==> config.mk <==
export PLATFORM = sky130hd
export DESIGN_NAME = subleq_program_loader
export DESIGN_NICKNAME = d
export VERILOG_FILES = /design/src/rtl/subleq_program_loader.sv
export SDC_FILE = /design/constraint.sdc
export NUM_CORES = 1
export LEC_CHECK = 0
export ABC_AREA = 1
export BUFFER_PORTS_ARGS = -buffer_cell sky130_fd_sc_hd__buf_2
export CORE_ASPECT_RATIO = 0.9
export CORE_MARGIN = 10
export CORE_UTILIZATION = 55
export CTS_CLUSTER_DIAMETER = 150
export DETAILED_ROUTE_END_ITERATION = 7
export PLACE_DENSITY = 0.78
export SETUP_SLACK_MARGIN = 0.15
export SYNTH_ARGS = -nofsm -noshare
export SYNTH_HDL_FRONTEND = slang
export SYNTH_SLANG_ARGS = --single-unit
==> constraint.sdc <==
create_clock -name clock -period 2.2 [get_ports clock]
set_input_delay 0.44 -clock clock [delete_from_list [all_inputs] [get_ports clock]]
set_output_delay 0.44 -clock clock [all_outputs]
set_load 0.02 [all_outputs]
==> src/rtl/subleq_program_loader.sv <==
// subleq_program_loader
// Boot stage for the SUBLEQ uniprocessor. Receives a little-endian byte
// stream (4-byte word count N, then N 4-byte words) over valid/ready. Words
// are written to word memory from address 0 upward. The processor is held in
// reset until the whole image has been written.
//
// Optional feature (macro LOADER_CHECKSUM_EN): after the data words, a 4-byte
// LE checksum is accepted. The checksum is the mod-2^32 sum of all data
// words. A mismatch lands in ERR, and the processor stays in reset.
//
// Ports:
//   clock      system clock
//   rst        synchronous active-high reset
//   in_valid   in_byte holds a valid byte
//   in_ready   loader accepts a byte this cycle (decoded from state)
//   in_byte    image byte stream
//   mem_addr   memory write word address (registered)
//   mem_wdata  memory write data (registered)
//   mem_we     one-cycle memory write strobe (registered)
//   proc_rst   processor reset, high until load completes (registered)
//   load_done  sticky: image loaded, processor released (registered)
//   load_error sticky: image rejected, processor held (registered)
module subleq_program_loader #(
    parameter int unsigned MEM_WORDS = 1024,
    parameter int unsigned ADDR_W    = 32
) (
    input  logic              clock,
    input  logic              rst,
    input  logic              in_valid,
    output logic              in_ready,
    input  logic [7:0]        in_byte,
    output logic [ADDR_W-1:0] mem_addr,
    output logic [31:0]       mem_wdata,
    output logic              mem_we,
    output logic              proc_rst,
    output logic              load_done,
    output logic              load_error
);

    localparam int unsigned CNT_W = $clog2(MEM_WORDS + 1);

    typedef enum logic [2:0] {
        S_HDR   = 3'd0,
        S_DATA  = 3'd1,
        S_WRITE = 3'd2,
        S_DONE  = 3'd3,
        S_ERR   = 3'd4
`ifdef LOADER_CHECKSUM_EN
        ,
        S_CSUM  = 3'd5
`endif
    } state_t;

    // State entered once the last data word (or an empty header) is handled
`ifdef LOADER_CHECKSUM_EN
    localparam state_t S_AFTER_DATA = S_CSUM;
`else
    localparam state_t S_AFTER_DATA = S_DONE;
`endif

    state_t            state_q, state_d;
    logic [1:0]        byte_idx_q, byte_idx_d;
    logic [23:0]       shift_q, shift_d;
    logic [31:0]       n_q, n_d;
    logic [CNT_W-1:0]  cnt_q, cnt_d;
    logic              mem_we_d, proc_rst_d, load_done_d, load_error_d;
    logic [ADDR_W-1:0] mem_addr_d;
    logic [31:0]       mem_wdata_d;
    logic              ready_state;
    logic              accept;
    logic [31:0]       assembled;
`ifdef LOADER_CHECKSUM_EN
    logic [31:0]       sum_q, sum_d;
`endif

    // Byte acceptance depends on state only; held off while rst is high
`ifdef LOADER_CHECKSUM_EN
    assign ready_state = (state_q == S_HDR) || (state_q == S_DATA) || (state_q == S_CSUM);
`else
    assign ready_state = (state_q == S_HDR) || (state_q == S_DATA);
`endif
    assign in_ready  = ready_state && !rst;
    assign accept    = in_valid && in_ready;
    // Incoming byte lands on top, so after four bytes the first is bits 7:0
    assign assembled = {in_byte, shift_q};

    // State register and registered outputs
    always_ff @(posedge clock) begin
        if (rst) begin
            state_q    <= S_HDR;
            byte_idx_q <= 2'd0;
            shift_q    <= 24'd0;
            n_q        <= 32'd0;
            cnt_q      <= CNT_W'(0);
            mem_we     <= 1'b0;
            mem_addr   <= ADDR_W'(0);
            mem_wdata  <= 32'd0;
            proc_rst   <= 1'b1;
            load_done  <= 1'b0;
            load_error <= 1'b0;
`ifdef LOADER_CHECKSUM_EN
            sum_q      <= 32'd0;
`endif
        end else begin
            state_q    <= state_d;
            byte_idx_q <= byte_idx_d;
            shift_q    <= shift_d;
            n_q        <= n_d;
            cnt_q      <= cnt_d;
            mem_we     <= mem_we_d;
            mem_addr   <= mem_addr_d;
            mem_wdata  <= mem_wdata_d;
            proc_rst   <= proc_rst_d;
            load_done  <= load_done_d;
            load_error <= load_error_d;
`ifdef LOADER_CHECKSUM_EN
            sum_q      <= sum_d;
`endif
        end
    end

    // Next-state and next-output logic
    always_comb begin
        state_d     = state_q;
        byte_idx_d  = byte_idx_q;
        shift_d     = shift_q;
        n_d         = n_q;
        cnt_d       = cnt_q;
        mem_we_d    = 1'b0;
        mem_addr_d  = mem_addr;
        mem_wdata_d = mem_wdata;
`ifdef LOADER_CHECKSUM_EN
        sum_d       = sum_q;
`endif

        if (accept) begin
            shift_d    = assembled[31:8];
            byte_idx_d = byte_idx_q + 2'd1;
        end

        case (state_q)
            S_HDR: begin
`ifdef LOADER_CHECKSUM_EN
                sum_d = 32'd0;
`endif
                if (accept && (byte_idx_q == 2'd3)) begin
                    n_d   = assembled;
                    cnt_d = CNT_W'(0);
                    if (assembled > 32'(MEM_WORDS)) begin
                        state_d = S_ERR;
                    end else if (assembled == 32'd0) begin
                        state_d = S_AFTER_DATA;
                    end else begin
                        state_d = S_DATA;
                    end
                end
            end
            S_DATA: begin
                // Strobe is registered so it lands the cycle after the 4th byte
                if (accept && (byte_idx_q == 2'd3)) begin
                    state_d     = S_WRITE;
                    mem_we_d    = 1'b1;
                    mem_addr_d  = ADDR_W'(cnt_q);
                    mem_wdata_d = assembled;
                end
            end
            S_WRITE: begin
                cnt_d = cnt_q + CNT_W'(1);
`ifdef LOADER_CHECKSUM_EN
                sum_d = sum_q + mem_wdata;
`endif
                // Full-width compare so no N can alias onto the counter width
                if ((32'(cnt_q) + 32'd1) == n_q) begin
                    state_d = S_AFTER_DATA;
                end else begin
                    state_d = S_DATA;
                end
            end
`ifdef LOADER_CHECKSUM_EN
            S_CSUM: begin
                if (accept && (byte_idx_q == 2'd3)) begin
                    state_d = (assembled == sum_q) ? S_DONE : S_ERR;
                end
            end
`endif
            S_DONE:  state_d = S_DONE;
            S_ERR:   state_d = S_ERR;
            default: state_d = S_ERR;
        endcase

        proc_rst_d   = (state_d != S_DONE);
        load_done_d  = (state_d == S_DONE);
        load_error_d = (state_d == S_ERR);
    end

endmodule

== After elaboration in Yosys (flattened, before gate mapping) ==
Index checks and enable logic that the tools add are counted.
Storage, ports and cells
  word-level logic and storage cells: 46
  output and inout bits: 69
  flip-flop bits (word level): 119
  input bits: 11
Cells by class
  bitwise gates (word level): 1
  multiplexer cells: 9
  reduce and logical (&&, ||, !) cells: 12
  equal/unequal tests: 9
  order comparisons: 1
  add/subtract/negate cells: 3
Operator list (count)
  $eq 12x32->1: 1
  $gt 32x11->1 const B: 1
  $logic_not 32->1: 1
  $pmux 11 s2: 1
  $add 11x1->12 const B: 1
  $pmux 3 s4: 1
  $add 11x1->11 const B: 1
  $mux 11: 1
  $eq 3x2->1 const B: 3
  $mux 3: 3
  $reduce_and 2->1: 3
  $mux 2: 2
  $eq 3x1->1 const B: 1
  $eq 3x3->1 const B: 1
  $logic_and 1x1->1: 3
  $logic_not 3->1: 1
  $ne 3x2->1 const B: 1
  $add 2x1->2 const B: 1
  $eq 2x2->1 const B: 1
  $ne 2x1->1 const B: 1
  $reduce_bool 2->1: 1
  $reduce_or 2->1: 1
  $logic_not 1->1: 1
  $logic_or 1x1->1: 1
  2 further kinds: 2

== Longest topological paths before layout ==
  word-level depth: 8
  gate-level depth with buffers: 14
  mapped depth without buffers: 14

== Worst setup path after synthesis ==
Ideal clock, no wire load.
  path kind: in2reg
  start point: in rst
  end point: reg state_q[1]
  setup slack: 412 ps
  library setup time: 63 ps
  path buffers: 2
  cell stages on the path: 13
  data required time: 2137 ps
  data arrival time: 1725 ps
  cells stage by stage: buf_6 -> nor3_4 -> nand3_2 -> nor2_2 -> buf_6 -> inv_2 -> nor2_4 -> nand3_1 -> nand2_1 -> nor2_1 -> nand2_1 -> nand2_1 -> nor2_2
On the way
  cells in the longest elaborated chain, start to end: 6
  elaborated cells on any way between the ends: 7
  those cells by class: 3 x mux; 4 x reduce/logical
Ends and longest elaborated chain
  start, declared: RTL line 28  | input logic rst,
  $logic_not 1->1 *: RTL line 82  | assign in_ready = ready_state && !rst;
  $logic_and 1x1->1 *: RTL line 82
  named net in_ready: RTL line 30  | output logic in_ready,
  $logic_and 1x1->1 *: RTL line 83  | assign accept = in_valid && in_ready;
  $logic_and 1x1->1 *: RTL line 146, 160
  $mux 3 (on tied branches): RTL line 160, 146
  $pmux 3 s4 *: RTL line 141  | case (state_q)
  end signal, assigned: RTL line 105  | state_q <= state_d;
  end, declared: RTL line 61  | state_t state_q, state_d;
Mark *: on every way through the listed nets, which the timed path passes. The rest lies on a longest branch.
A chain may end at the register's enable or synchronous reset.

== Worst setup path in the final report ==
  start point: reg cnt_q[0]
  end point: reg proc_rst
On the way
  cells in the longest elaborated chain, start to end: 5
Ends and longest elaborated chain
  start, declared: RTL line 65  | logic [CNT_W-1:0] cnt_q, cnt_d;
  start signal, assigned: RTL line 109  | cnt_q <= cnt_d;
  $add 11x1->12: RTL line 173  | if ((32'(cnt_q) + 32'd1) == n_q) begin
  $eq 12x32->1: RTL line 173
  $mux 2: RTL line 173
  $pmux 3 s4: RTL line 141
  $ne 3x2->1: RTL line 191  | proc_rst_d = (state_d != S_DONE);
  end signal, assigned: RTL line 113  | proc_rst <= proc_rst_d;
  end, declared: RTL line 35  | output logic proc_rst,
Every way passes these cells.

==> implementation parameters <==
Parameter                              Value

Floorplanning
  Die X    119.1 um
  # IOs    80
  Die Ht    about 110 um
  Total core area    between 8000 and 9000 um^2
  Initial core utilization    around 56%
  Core Rows    32
  DIE AREA    ~13000 um^2

Pwr
  Pleak    approximately 2.5 nW
  Sw frac    between 20% and 30%
  Power dissipated by switching net loads    around 1.2 mW
  Power share of the sequential group    roughly 44%
  Worst voltage drop across the vdd grid    between 0.6 and 0.7 mV
  Proportion of power drawn by the clock network    52.3%
  Total power after layout    around 5.1 mW
  Internal Pwr Total    ~3.9 mW
  Combinational group share of total power    slightly above 4%
  Power density relative to cell area    ~880 nW/um^2

Detailed routing
  DRT Pass-1 Iters    5
  Initial drt markers    roughly 330
  Remaining DRCs    0
  Total wire length    roughly 12000 um
  Total via count in the routed design    around 4300
  Detail-routed net length per standard cell    ~14 um
  Number of routed nets with antenna violations    0
  Vias per cell    roughly 5.2

Setup path
  Register-to-Register Setup Slack    roughly 310 ps
  Cells on worst reg2reg path    12
  Req. time, crit path    around 2600 ps
  FF-to-FF End    proc_rst$_SDFF_PP1_
  CP startpoint kind    flop
  Worst endpoint data arrival time    around 2300 ps
  Endpoint type of the worst setup path    flop
  Biggest fanout along the worst timing path    5
  Start-to-end type of the worst setup path    flop to flop
  Startpoint of the worst-slack reg-to-reg timing path    cnt_q[0]$_SDFFE_PP0P_

Clock tree
  Clock-pin slew on the worst setup and hold paths    60 ps
  Sink Count    roughly 120
  Hold-fix buffers, CTS    0
  Latest clock arrival within the worst-skew pair    510 ps
  Maximum count of clock buffers along a single path    2
  Deepest level of the CTS H-tree    4
  Clk root buf    sky130_fd_sc_hd__clkbuf_8
  TritonCTS clock tree    done
  TritonCTS Buffers    17

STA
  Total count of hold-check failures in the final report    0
  Max Clock Skew    8.884 ps
  Sum of negative setup slack    0 ps
  Achievable frequency    around 0.53 GHz
  Unrepaired setup endpoints after global routing    false
  Hold_ws    207.1 ps
  Final period util    ~86%
  Final max-slew violation count    0
  Actual slew at the worst max-slew pin    ~860 ps
  Final critical-path required period    1888 ps
  Relative slew slack    a little over two fifths
  Total setup violations reported at the end of the flow    0

Synth
  Top-area cell type share of the netlist area    between 40 and 50%
  Sequential cell area fraction in the yosys report    about half
  Count of warnings emitted by yosys    0
  Avg Cell Area, Syn    roughly 7.6 um^2
  Cells after Synth    between 600 and 700
  Netlist Area Pre-Place    approximately 4900 um^2
  Biggest area contributors in the synthesized netlist    sky130_fd_sc_hd__dfxtp_1 (49%), sky130_fd_sc_hd__o21ai_0 (10%), sky130_fd_sc_hd__a21oi_1 (8.5%), sky130_fd_sc_hd__nand2_1 (7.1%), sky130_fd_sc_hd__nand3_1 (5.9%)
  Library cells used by synthesis    27
  Cell type contributing the most total cell area after synthesis    sky130_fd_sc_hd__dfxtp_1
  Flops & latches, synth    119

Status
  Outcome    finished clean

Worst hold path
  Worst hold path startpoint    in_valid
  Cells on Worst Hold Path    3
  Hold Path Class    input pin to flop
  Hold endpoint    byte_idx_q[1]$_SDFFE_PP0P_

Final layout
  NumNets Final    between 700 and 800
  Antenna cells    0
  Filler Cell Count    approximately 710
  Area growth from synthesis to final layout    18.42%
  Cell area after layout    5759 um^2
  Area of the multi-input gates    between 1500 and 2000 um^2
  FF/Latch Area    approximately 2400 um^2
  Fraction of final layout cells sized beyond drive strength 1    between 15 and 20%
  Utilization after layout    roughly two thirds

Global route
  Global Route met1 Usage    21.52%
  Largest net degree at the start of global routing    49
  Global-route wire length before repair    a little under 20000 um
  Total routing usage reported by global routing    between 10% and 20%
  Final global-route overflow total    0
  GR Layer Usage met2    a little under a third
  Vias in the first global route    4077
  Antenna violations before repair    0
  Peak-usage layer in the global routing report    met2
  Met3 routing resource usage after global routing    a little over 6%

Placed design
  Detail Placement HPWL    approximately 8200 um
  Total placed instance area    about 5200 um^2
  Placer congestion estimate    approximately 0.84
  Port-buffer cells    58

Flow run
  Max-cap violations    0
-- cell type report --
type | instances | area share (%)
multi-input combinational | 422 | 34.69
tap | 119 | 2.585
clock inverter | 14 | 2.607
sequential | 119 | 41.41
timing repair buffer | 70 | 7.039
inverter | 65 | 4.236
clock buffer | 18 | 7.430
-- cells by family after synthesis --
kind of cell	share of synthesized area (%)
and+or+nand+nor	19.27
AOI/OAI and AO/OA	19.06
buffers and inverters	11.73
DFF	48.98
xor gates and xnor gates	0.3602
adders and majority gates	0.5145
other	0.07711
-- critical path: stages, from the launching register on --
cell and delay [ps]:
sky130_fd_sc_hd__dfxtp_2 360, sky130_fd_sc_hd__ha_2 200, sky130_fd_sc_hd__nand3_1 150, sky130_fd_sc_hd__nor2_4 200
sky130_fd_sc_hd__inv_1 70, sky130_fd_sc_hd__nor2_1 130, sky130_fd_sc_hd__nand2_1 100, sky130_fd_sc_hd__nand3_1 80
sky130_fd_sc_hd__nand2_1 70, sky130_fd_sc_hd__nor2_1 100, sky130_fd_sc_hd__nand3_1 130, sky130_fd_sc_hd__nand2_1 110
sky130_fd_sc_hd__nand2_1 80
-- what timing repair did --
action / in CTS / in global routing
endpoints found under the setup margin: 0 / 3
resized for setup: 0 / 4
setup buffers: 0 / 1
-- worst max-delay path by stage --
stage | endpoint | depth (start not counted) | slack [ps] | startpoint
final | proc_rst$_SDFF_PP1_ | 12 | 310 | cnt_q[0]$_SDFFE_PP0P_
after detailed placement | proc_rst$_SDFF_PP1_ | 12 | 300 | cnt_q[1]$_SDFFE_PP0P_
after global placement | proc_rst$_SDFF_PP1_ | 12 | 330 | cnt_q[1]$_SDFFE_PP0P_
after floorplan | state_q[1]$_SDFF_PP0_ | 13 | 410 | rst
after CTS | proc_rst$_SDFF_PP1_ | 12 | 290 | cnt_q[1]$_SDFFE_PP0P_
after global routing | state_q[1]$_SDFF_PP0_ | 13 | 200 | cnt_q[1]$_SDFFE_PP0P_
-- through the flow --
step	instances	setup slack, ps
2_1_floorplan	663	411.7
3_3_place_gp	794	329.1
3_5_place_dp	794	295.6
4_1_cts	826	286.7
5_1_grt	827	197.4
6_report	827	311.9
-- layout by cell type (no fill, tap or decap) --
| cell type | instances |
|---|---|
| sky130_fd_sc_hd__dfxtp_1 | 117 |
| sky130_fd_sc_hd__o21ai_0 | 98 |
| sky130_fd_sc_hd__nand2_1 | 92 |
| sky130_fd_sc_hd__a21oi_1 | 83 |
| sky130_fd_sc_hd__inv_1 | 62 |
| sky130_fd_sc_hd__buf_2 | 58 |
| sky130_fd_sc_hd__nand3_1 | 57 |
| sky130_fd_sc_hd__nor2_1 | 44 |
| sky130_fd_sc_hd__conb_1 | 21 |
| sky130_fd_sc_hd__clkbuf_16 | 16 |
| sky130_fd_sc_hd__buf_4 | 10 |
| sky130_fd_sc_hd__nor3_1 | 4 |
| sky130_fd_sc_hd__nand4_1 | 4 |
| sky130_fd_sc_hd__clkinv_4 | 4 |
| sky130_fd_sc_hd__inv_2 | 3 |
| sky130_fd_sc_hd__nor2_4 | 3 |
| sky130_fd_sc_hd__clkinvlp_4 | 3 |
| sky130_fd_sc_hd__clkinv_2 | 3 |
| sky130_fd_sc_hd__nor2_2 | 2 |
| sky130_fd_sc_hd__nand3b_1 | 2 |
| sky130_fd_sc_hd__or2_2 | 2 |
| sky130_fd_sc_hd__xor2_1 | 2 |
| sky130_fd_sc_hd__a211oi_1 | 2 |
| sky130_fd_sc_hd__clkbuf_8 | 2 |
| sky130_fd_sc_hd__bufinv_16 | 2 |
| sky130_fd_sc_hd__inv_6 | 2 |
| sky130_fd_sc_hd__dfxtp_2 | 2 |
| sky130_fd_sc_hd__buf_12 | 2 |
| sky130_fd_sc_hd__nor3_4 | 1 |
| sky130_fd_sc_hd__nand3_2 | 1 |
| sky130_fd_sc_hd__and2_1 | 1 |
| sky130_fd_sc_hd__a31oi_1 | 1 |
| sky130_fd_sc_hd__ha_2 | 1 |
| sky130_fd_sc_hd__ha_1 | 1 |
-- state kept, by name (all words and copies together), names as in the netlist --
| signal | cells |
|---|---|
| n_q | 32 |
| cnt_q | 11 |
| mem_we | 1 |
| state_q | 3 |
| mem_wdata | 32 |
| load_error | 1 |
| byte_idx_q | 2 |
| proc_rst | 1 |
| shift_q | 24 |
| load_done | 1 |
| mem_addr | 11 |
-- cells in the mapped netlist --
| master | count |
|---|---|
| sky130_fd_sc_hd__a211oi_1 | 2 |
| sky130_fd_sc_hd__a21oi_1 | 83 |
| sky130_fd_sc_hd__a31oi_1 | 1 |
| sky130_fd_sc_hd__and2_1 | 1 |
| sky130_fd_sc_hd__buf_1 | 3 |
| sky130_fd_sc_hd__buf_2 | 9 |
| sky130_fd_sc_hd__buf_4 | 23 |
| sky130_fd_sc_hd__buf_6 | 2 |
| sky130_fd_sc_hd__clkbuf_1 | 20 |
| sky130_fd_sc_hd__conb_1 | 1 |
| sky130_fd_sc_hd__dfxtp_1 | 119 |
| sky130_fd_sc_hd__ha_1 | 2 |
| sky130_fd_sc_hd__inv_1 | 62 |
| sky130_fd_sc_hd__inv_2 | 3 |
| sky130_fd_sc_hd__nand2_1 | 92 |
| sky130_fd_sc_hd__nand3_1 | 57 |
| sky130_fd_sc_hd__nand3_2 | 1 |
| sky130_fd_sc_hd__nand3b_1 | 2 |
| sky130_fd_sc_hd__nand4_1 | 4 |
| sky130_fd_sc_hd__nor2_1 | 44 |
| sky130_fd_sc_hd__nor2_2 | 4 |
| sky130_fd_sc_hd__nor2_4 | 1 |
| sky130_fd_sc_hd__nor3_1 | 4 |
| sky130_fd_sc_hd__nor3_4 | 1 |
| sky130_fd_sc_hd__o21ai_0 | 98 |
| sky130_fd_sc_hd__or2_2 | 2 |
| sky130_fd_sc_hd__xor2_1 | 2 |
-- routing by layer --
layer | vias up | part of all wire [%]
li1 | 2182 | -
met1 | 1961 | 44
met2 | 135 | 47
met3 | 20 | 6.6
met4 | 0 | 1.8
met5 | - | 0
-- power groups by stage --
stage | registers [mW] | clock network, mW | logic (mW)
6_report | 2.20 | 2.65 | 0.209
5_1_grt | 2.21 | 2.76 | 0.234
4_1_cts | 2.20 | 2.68 | 0.206
3_5_place_dp | 2.25 | 0 | 0.203
3_3_place_gp | 2.25 | 0 | 0.200
2_1_floorplan | 2.25 | 0 | 0.176
Note: power is estimated with default switching activity, not from simulation.
